`src/rtl/ram_mover_pkg.sv`:
```
// Shared types for the RAM block mover: command opcodes, FSM states and result width.
package ram_mover_pkg;

  localparam int RESULT_W = 16;

  typedef enum logic [1:0] {
    OP_FILL = 2'd0,
    OP_COPY = 2'd1,
    OP_CSUM = 2'd2,
    OP_RSVD = 2'd3
  } op_t;

  typedef enum logic [2:0] {
    ST_IDLE,
    ST_FILL,
    ST_COPY_RD,
    ST_COPY_WR,
    ST_CSUM_RD,
    ST_CSUM_TAIL,
    ST_DONE
  } state_t;

endpackage

```
`src/rtl/ram_mover_csum.sv`:
```
// Checksum accumulator: a read issued with enable=1 has its data summed one cycle later,
// matching the dpram registered read latency.
module ram_mover_csum
  import ram_mover_pkg::*;
#(
  parameter int DATA_W = 8
) (
  input  logic                clk_sys,
  input  logic                reset,
  input  logic                clear,
  input  logic                enable,
  input  logic [DATA_W-1:0]   data,
  output logic [RESULT_W-1:0] sum
);

  logic pend;

  always_ff @(posedge clk_sys) begin
    if (reset || clear) begin
      pend <= 1'b0;
      sum  <= '0;
    end else begin
      pend <= enable;
      if (pend) sum <= sum + RESULT_W'(data);
    end
  end

endmodule

```
`src/rtl/ram_block_mover.sv`:
```
// FILL / COPY / CHECKSUM initiator for one dpram port, one command in flight.
// Optional abort support is enabled by defining RAM_MOVER_ABORT_EN.
module ram_block_mover
  import ram_mover_pkg::*;
#(
  parameter int DATA_W = 8,
  parameter int ADDR_W = 10
) (
  input  logic                clk_sys,
  input  logic                reset,
  input  logic                cmd_valid,
  output logic                cmd_ready,
  input  logic [1:0]          cmd_op,
  input  logic [ADDR_W-1:0]   cmd_src,
  input  logic [ADDR_W-1:0]   cmd_dst,
  input  logic [ADDR_W:0]     cmd_len,
  input  logic [DATA_W-1:0]   cmd_fill,
  input  logic                abort,
  output logic                busy,
  output logic                done,
  output logic [RESULT_W-1:0] result,
  output logic                mem_ce,
  output logic                mem_wren,
  output logic [ADDR_W-1:0]   mem_addr,
  output logic [DATA_W-1:0]   mem_data,
  input  logic [DATA_W-1:0]   mem_q
);

  localparam int CNT_W = ADDR_W + 1;

  state_t              state, state_nxt;
  logic [ADDR_W-1:0]   src_addr, dst_addr;
  logic [CNT_W-1:0]    count;
  logic [DATA_W-1:0]   fill_reg;
  logic                accept, last, abort_hit;

  assign accept    = cmd_valid && cmd_ready;
  assign last      = (count == CNT_W'(1));
  assign cmd_ready = (state == ST_IDLE);
  assign busy      = (state != ST_IDLE) && (state != ST_DONE);
  assign done      = (state == ST_DONE);

`ifdef RAM_MOVER_ABORT_EN
  assign abort_hit = abort;
`else
  logic unused_abort;
  assign unused_abort = abort;
  assign abort_hit    = 1'b0;
`endif

  always_ff @(posedge clk_sys) begin
    if (reset) begin
      state    <= ST_IDLE;
      src_addr <= '0;
      dst_addr <= '0;
      count    <= '0;
      fill_reg <= '0;
    end else begin
      state <= state_nxt;
      if (accept) begin
        src_addr <= cmd_src;
        dst_addr <= cmd_dst;
        count    <= cmd_len;
        fill_reg <= cmd_fill;
      end else begin
        case (state)
          ST_FILL, ST_COPY_WR: begin
            dst_addr <= dst_addr + ADDR_W'(1);
            count    <= count - CNT_W'(1);
          end
          ST_COPY_RD: src_addr <= src_addr + ADDR_W'(1);
          ST_CSUM_RD: begin
            src_addr <= src_addr + ADDR_W'(1);
            count    <= count - CNT_W'(1);
          end
          default: ;
        endcase
      end
    end
  end

  always_comb begin
    state_nxt = state;
    mem_ce    = 1'b0;
    mem_wren  = 1'b0;
    mem_addr  = '0;
    mem_data  = '0;
    case (state)
      ST_IDLE: begin
        if (accept) begin
          if (cmd_len == '0) begin
            state_nxt = ST_DONE;
          end else begin
            case (op_t'(cmd_op))
              OP_FILL: state_nxt = ST_FILL;
              OP_COPY: state_nxt = ST_COPY_RD;
              OP_CSUM: state_nxt = ST_CSUM_RD;
              default: state_nxt = ST_DONE;
            endcase
          end
        end
      end
      ST_FILL: begin
        mem_ce   = 1'b1;
        mem_wren = 1'b1;
        mem_addr = dst_addr;
        mem_data = fill_reg;
        if (last || abort_hit) state_nxt = ST_DONE;
      end
      ST_COPY_RD: begin
        mem_ce    = 1'b1;
        mem_addr  = src_addr;
        state_nxt = abort_hit ? ST_DONE : ST_COPY_WR;
      end
      ST_COPY_WR: begin
        mem_ce    = 1'b1;
        mem_wren  = 1'b1;
        mem_addr  = dst_addr;
        mem_data  = mem_q;
        state_nxt = (last || abort_hit) ? ST_DONE : ST_COPY_RD;
      end
      ST_CSUM_RD: begin
        mem_ce   = 1'b1;
        mem_addr = src_addr;
        // an abort here still lets the in-flight word land in the partial sum
        if (abort_hit)   state_nxt = ST_DONE;
        else if (last)   state_nxt = ST_CSUM_TAIL;
      end
      ST_CSUM_TAIL: state_nxt = ST_DONE;
      ST_DONE:      state_nxt = ST_IDLE;
      default:      state_nxt = ST_IDLE;
    endcase
  end

  ram_mover_csum #(.DATA_W(DATA_W)) u_csum (
    .clk_sys (clk_sys),
    .reset   (reset),
    .clear   (accept),
    .enable  (state == ST_CSUM_RD),
    .data    (mem_q),
    .sum     (result)
  );

endmodule

```
`config.mk`:
```
export PLATFORM = sky130hd
export DESIGN_NAME = ram_block_mover
export DESIGN_NICKNAME = d
export VERILOG_FILES = /design/src/rtl/ram_mover_pkg.sv /design/src/rtl/ram_mover_csum.sv /design/src/rtl/ram_block_mover.sv
export SDC_FILE = /design/constraint.sdc
export NUM_CORES = 1
export LEC_CHECK = 0
export CORE_ASPECT_RATIO = 0.75
export CORE_MARGIN = 2
export CORE_UTILIZATION = 49
export CTS_CLUSTER_DIAMETER = 80
export DETAILED_ROUTE_END_ITERATION = 8
export PLACE_DENSITY_LB_ADDON = 0.12
export SLEW_MARGIN = 5
export SYNTH_ARGS = -nofsm -noshare
export SYNTH_HDL_FRONTEND = slang
export SYNTH_HIERARCHICAL = 1
export SYNTH_SLANG_ARGS = --single-unit
```
`constraint.sdc`:
```
create_clock -name clk_sys -period 2.6 [get_ports clk_sys]
set_input_delay 0.78 -clock clk_sys [delete_from_list [all_inputs] [get_ports clk_sys]]
set_output_delay 0.78 -clock clk_sys [all_outputs]
set_load 0.05 [all_outputs]
```
* Word level (Yosys, flattened, before mapping)
Index checks and enable logic that the tools add are counted.
** Word-level totals
- Register bits after elaboration :: 59
- Bits in read-only memories :: 0
- Memories :: 0
- Latch bits :: 0
- Input bits :: 53
- Output and inout bits :: 39
- Word-level logic and storage cells :: 56
- Bits in writable memories :: 0
** Cells by class
- $lt $le $gt $ge :: 0
- Add/sub/neg operators :: 4
- Equality and inequality tests :: 13
- Shifts and indexed selects :: 0
- Div/mod/pow operators :: 0
- Reductions and logical operators :: 15
- Muxes and demuxes :: 17
- Bitwise gates (word level) :: 0
- $mul :: 0
** Operator list (count)
- $mux 10 :: 4
- $mux 11 :: 2
- $add 10x1->10 const B :: 2
- $pmux 10 s2 :: 1
- $pmux 3 s6 :: 1
- $add 16x8->16 :: 1
- $pmux 8 s2 :: 1
- $mux 3 :: 5
- $eq 11x1->1 const B :: 1
- $logic_not 11->1 :: 1
- $sub 11x1->11 const B :: 1
- $eq 3x3->1 const B :: 3
- $pmux 3 s3 :: 1
- $eq 3x2->1 const B :: 2
- $reduce_bool 2->1 :: 3
- $ne 2x2->1 const B :: 2
- $reduce_or 2->1 :: 2
- $reduce_or 4->1 :: 1
- $eq 3x1->1 const B :: 1
- $logic_not 3->1 :: 1
- $ne 3x3->1 const B :: 1
- $reduce_and 3->1 :: 1
- $reduce_bool 3->1 :: 1
- $reduce_or 3->1 :: 1
- other kinds (7) :: 9

* Logic depth before layout (Yosys ltp)
- Word-level depth :: 5
- Mapped depth :: 8
- Depth with buffers taken out :: 7

* Modules after synthesis
Netlist, hierarchy kept.
** By module, submodules not included
- ram_block_mover :: area an instance 2446.1 sq um, instances 1, seq. area each 840.8 sq um, cells an instance 310
- ram_mover_csum :: area an instance 1074.8 sq um, instances 1, seq. area each 340.3 sq um, cells an instance 120

* Least setup slack after synthesis
OpenSTA, ideal clock, no wires.
- Kind :: register to output
- Start point :: reg state[0]
- End point :: out mem_addr[0]
- Required time :: 1.820 ns
- Cell stages (with the launch flop) :: 5
- Slack :: -0.023 ns
- Data arrival time :: 1.843 ns
- Path buffers :: 1
- Cells stage by stage :: dfxtp_1 > nand2b_1 > inv_2 > buf_1 > a22o_1
** On the way
- Cells in the longest elaborated chain, start to end :: 3
- Elaborated cells on any way between the ends :: 7
- Those cells by class :: eq/ne (4); mux (1); reduce/logical (2)
** Ends and longest elaborated chain
- start, declared :: RTL line ram_block_mover.sv:31 : state_t state, state_nxt;
- start signal, assigned :: RTL line ram_block_mover.sv:59 : state <= state_nxt;
- $eq 3x2->1 (tied with other cells) :: RTL line ram_block_mover.sv:88 : case (state)
- $reduce_or 2->1 (no line)
- $pmux 10 s2 * :: RTL line ram_block_mover.sv:88
- end, declared :: RTL line ram_block_mover.sv:24 : output logic [ADDR_W-1:0] mem_addr,
Every way passes the cells marked *; elsewhere a longest branch is shown, timed or not.

* Final worst setup path
- Start point :: in mem_q[4]
- End point :: out mem_data[4]
** On the way
- Cells in the longest elaborated chain, start to end :: 1
** Ends and longest elaborated chain
- start, declared :: RTL line ram_block_mover.sv:26 : input logic [DATA_W-1:0] mem_q
- $pmux 8 s2 :: RTL line ram_block_mover.sv:88
- end, declared :: RTL line ram_block_mover.sv:25 : output logic [DATA_W-1:0] mem_data,
No other way between the ends.

==> impl_results.rst <==
.. list-table::
   :header-rows: 1

   * - Metric
     - Value
   * - Max-cap violation count
     - 0
   * - Arrival time worst endpoint
     - 1.79 ns
   * - Detailed-route via count
     - 3,638
   * - Standard cell core area
     - 6900 µm²
   * - Average cell area after synthesis
     - 8.19 µm²
   * - Width of the chip
     - 102 µm
   * - Post-Syn Area
     - 3520 µm²
   * - Largest net degree at the start of global routing
     - 30
   * - Post-Route Skew
     - 0.00792 ns
   * - Via count normalized by instance count
     - 5.64
   * - Buffers & Inverters on Critical Path
     - 3
   * - Antenna violations before repair
     - 0
   * - Post CTS Setup Buffer Count
     - 0
   * - Critical Path Start Type
     - input pin
   * - Number of buffers inserted for hold repair after clock tree synthesis
     - 0
   * - Worst-case clock buffer depth
     - 2
   * - Origin of the worst setup path
     - mem_q[4]
   * - Cell-by-cell listing of the critical path
     - clkdlybuf4s50_1 > buf_4 > mux2i_1 > nor2_2 > buf_12
   * - Total Routing Usage GR
     - 0.265
   * - Critical path capture point type
     - output pin
   * - Root Buffer
     - clkbuf_8
   * - DRC viols
     - 0
   * - Total iterations of the first detailed-routing run
     - 4
   * - Share of synthesized flip-flops with an asynchronous set or reset
     - 0
   * - Cell area after placement
     - 4960 µm²
   * - Clock transition at the register clock pins on the worst setup and hold paths after CTS
     - 0.07 ns
   * - Flip-flop count of the largest register, all copies and words added
     - 16
   * - Maximum level of the CTS H-tree
     - 3
   * - Post-Route M1 WL
     - 4.53 mm
   * - Length of routed met2 wiring
     - 4.58 mm
   * - Worst-case headroom to the max-slew limit
     - 0.644
   * - Maximum net fanout on the critical path
     - 2
   * - Main area contributors after synthesis
     - dfxtp_1 34%, nor2_1 5.2%, nand2_1 5.1%
   * - Dominant cell type by area after synthesis
     - dfxtp_1
   * - Highest-delay cell along the critical path
     - clkdlybuf4s50_1
   * - Remaining global-route overflow
     - 0
   * - Fraction of final layout cells with drive strength greater than 1
     - 0.172
   * - Cell Count, Final, Fillers Out
     - 645
   * - Count of different cell masters after synthesis
     - 63
   * - Post-synthesis sequential element count
     - 59
   * - Count of nets after finishing
     - 608
   * - Register-to-register path setup slack
     - 0.58 ns
   * - Status
     - complete, no violations
   * - Placer Congestion
     - 0.955
   * - DRC marker count from the first detailed-route iteration
     - 158
   * - Leak Pwr
     - 2.01 nW
   * - CTS sink count
     - 59
   * - Number of CTS-inserted buffers
     - 9
   * - Fraction of the cycle the final worst path needs
     - 0.988
   * - Clk_lat worst skew
     - 0.34 ns
   * - Area growth from synthesis to layout
     - 47.4%
   * - # IOs
     - 92
   * - Wire length of the first global-routing pass
     - 16.7 mm
   * - Highest signal layer in the routed design
     - met4
   * - Final min period
     - 2.57 ns
   * - Initial standard-cell utilization of the core
     - 0.511
   * - Largest stage delay on the critical path
     - 0.50 ns
   * - Instance count after placement with tap cells included
     - 629
   * - Final design area excluding fillers
     - 5190 µm²
   * - Power Dens Cells
     - 876 nW/µm²
   * - Slew of the pin with the lowest slew margin
     - 0.532 ns
   * - Critical Setup Path Class
     - input pin to output pin
   * - Wirelength, routed
     - 10.0 mm
   * - Crit path max-delay family
     - buffers and inverters
   * - Largest regs
     - u_csum/sum (16), count (11)
   * - Number of flops mapped to enable cells by yosys
     - 0
   * - Minimum hold slack
     - 0.456 ns
   * - Count of standard-cell rows
     - 26
   * - Unrepaired setup endpoints after global routing
     - false
   * - Die Footprint
     - 7890 µm²
   * - Class of the worst hold path
     - register to register
   * - CTS tree
     - yes
   * - Beginning of the worst register-to-register path
     - count[0]
   * - Total of warnings raised by yosys
     - 6
   * - Synthesized netlist cell count
     - 430
   * - Filler cells
     - 528
   * - WL met3
     - 823 µm
   * - Share of the yosys chip area belonging to registers
     - 0.335
   * - Antenna diode instance count
     - 0
   * - Number of input and output port buffers inserted
     - 90
   * - Required time of the critical path
     - 1.82 ns
   * - Most flops, register
     - u_csum/sum
   * - Highest ir drop seen on vdd
     - 0.000577 V
   * - Post-Synthesis Net Count
     - 496
   * - Proportion of netlist area held by the largest area contributor
     - 0.335
   * - Ys flop type
     - dfxtp_1
   * - Fraction of the core area covered by cells at the end of the flow
     - 0.753
   * - Source of the worst hold timing path
     - fill_reg[3]
   * - Detail-routed net length per standard cell
     - 15.5 µm
   * - Final Setup Violations
     - 0
   * - Number of endpoints with negative hold slack in the final report
     - 0
   * - Height of the die
     - 77.4 µm
   * - Max Fclk
     - 0.389 GHz
   * - Number of global-route vias before repair
     - 3,440
   * - Total Power Consumption
     - 4.55 mW
   * - Final number of max-transition violations
     - 0
   * - Final ANT Viol Nets
     - 0
   * - DP HPWL
     - 7.56 mm
[worst paths after layout]
check                           cells past startpoint           to
worst max-delay path                                5  mem_data[4]
worst min-delay path                                2  fill_reg[3]
worst max register to register                      7    count[10]
worst min register to register                      2  fill_reg[3]
[per-layer routing]
| metal | up-vias | global-route usage |
|---|---|---|
| met2 | 126 | 0.422 |
| met4 | 0 | 0.0427 |
| met1 | 1707 | 0.363 |
| met3 | 7 | 0.0748 |
| li1 | 1798 | - |
| met5 | - | 0 |
[synthesized netlist by cell type, drive strengths merged (2+ instances only)]
cell    number
clkbuf      17
and2         2
or4          2
o21bai       3
xnor2       10
nand2       49
nor4         5
a211oi      20
nor2b        2
or3          9
a311oi       3
and3        10
buf         10
a22oi        3
and4         2
nand3        7
ha          12
xor2        15
nand3b       7
a21oi       24
nand2b       2
inv          8
nor3b        3
o31ai        2
mux2i       15
o21ai       18
a221oi       3
o21a         2
or4b         3
nand4       10
o211ai       3
nor2        49
nor3        12
o41ai        4
dfxtp       59
a22o        10
a21o         2
[metrics by stage]
step / setup WS, ns / setup TNS, ns
floorplan: 0.0863 / 0
global placement: -0.169 / -3.30
detailed placement: -0.249 / -5.29
CTS: 0.0259 / 0
global route: 0.00117 / 0
finish: 0.0315 / 0
[cell type report]
cell class / count / area, µm² / area share
Clock buffer: 12 / 155 / 0.0299
Tap cell: 98 / 123 / 0.0236
Sequential cell: 59 / 1180 / 0.228
Clock inverter: 4 / 72.6 / 0.0140
Timing Repair Buffer: 128 / 1430 / 0.275
Inverter: 8 / 30.0 / 0.00578
Multi-Input combinational cell: 336 / 2200 / 0.424
[where the power goes]
part           leakage [nW]  total (mW)  internal [mW]  switching (mW)
clock                 0.113       0.956          0.591           0.365
sequential            0.484        1.35           1.11           0.243
combinational          1.41        2.24           1.02            1.22
[what timing repair did]
item,in CTS,in global routing
gates resized for setup,3,2
gates cloned,0,0
endpoints found under the setup margin,3,10
pin swaps,2,0
[kinds of logic after synthesis]
kind of cell | Yosys count | share of synthesized area
flip-flops | 59 | 0.335
XOR/XNOR | 25 | 0.0622
adder cells (fa/ha/maj) | 13 | 0.0483
buffers and inverters | 35 | 0.0412
AND/OR/NAND/NOR | 177 | 0.258
multiplexers | 15 | 0.0426
AO/OA/AOI/OAI | 106 | 0.213
[worst min-delay path: stages (launching register included)]
cell	delay, ns
dfxtp_1	0.31
nand2_1	0.05
a21oi_1	0.05
[placed cells by master (no fill, tap or decap), types with 4 or more instances in the layout]
cell type / synthesis / layout
a211oi_1: 19 / 19
a21oi_1: 23 / 23
a22o_1: 10 / 10
and3_1: 9 / 9
buf_12: 0 / 24
buf_4: 2 / 37
clkbuf_8: 0 / 11
clkdlybuf4s50_1: 0 / 66
dfxtp_1: 59 / 57
ha_1: 12 / 12
inv_1: 7 / 7
mux2i_1: 15 / 15
nand2_1: 48 / 48
nand3_1: 7 / 7
nand3b_1: 7 / 7
nand4_1: 10 / 10
nor2_1: 49 / 47
nor3_1: 11 / 11
nor4_1: 4 / 4
o21ai_0: 18 / 18
or3_1: 8 / 8
xnor2_1: 10 / 10
xor2_1: 15 / 15
Power figures use the tool's default switching activity.
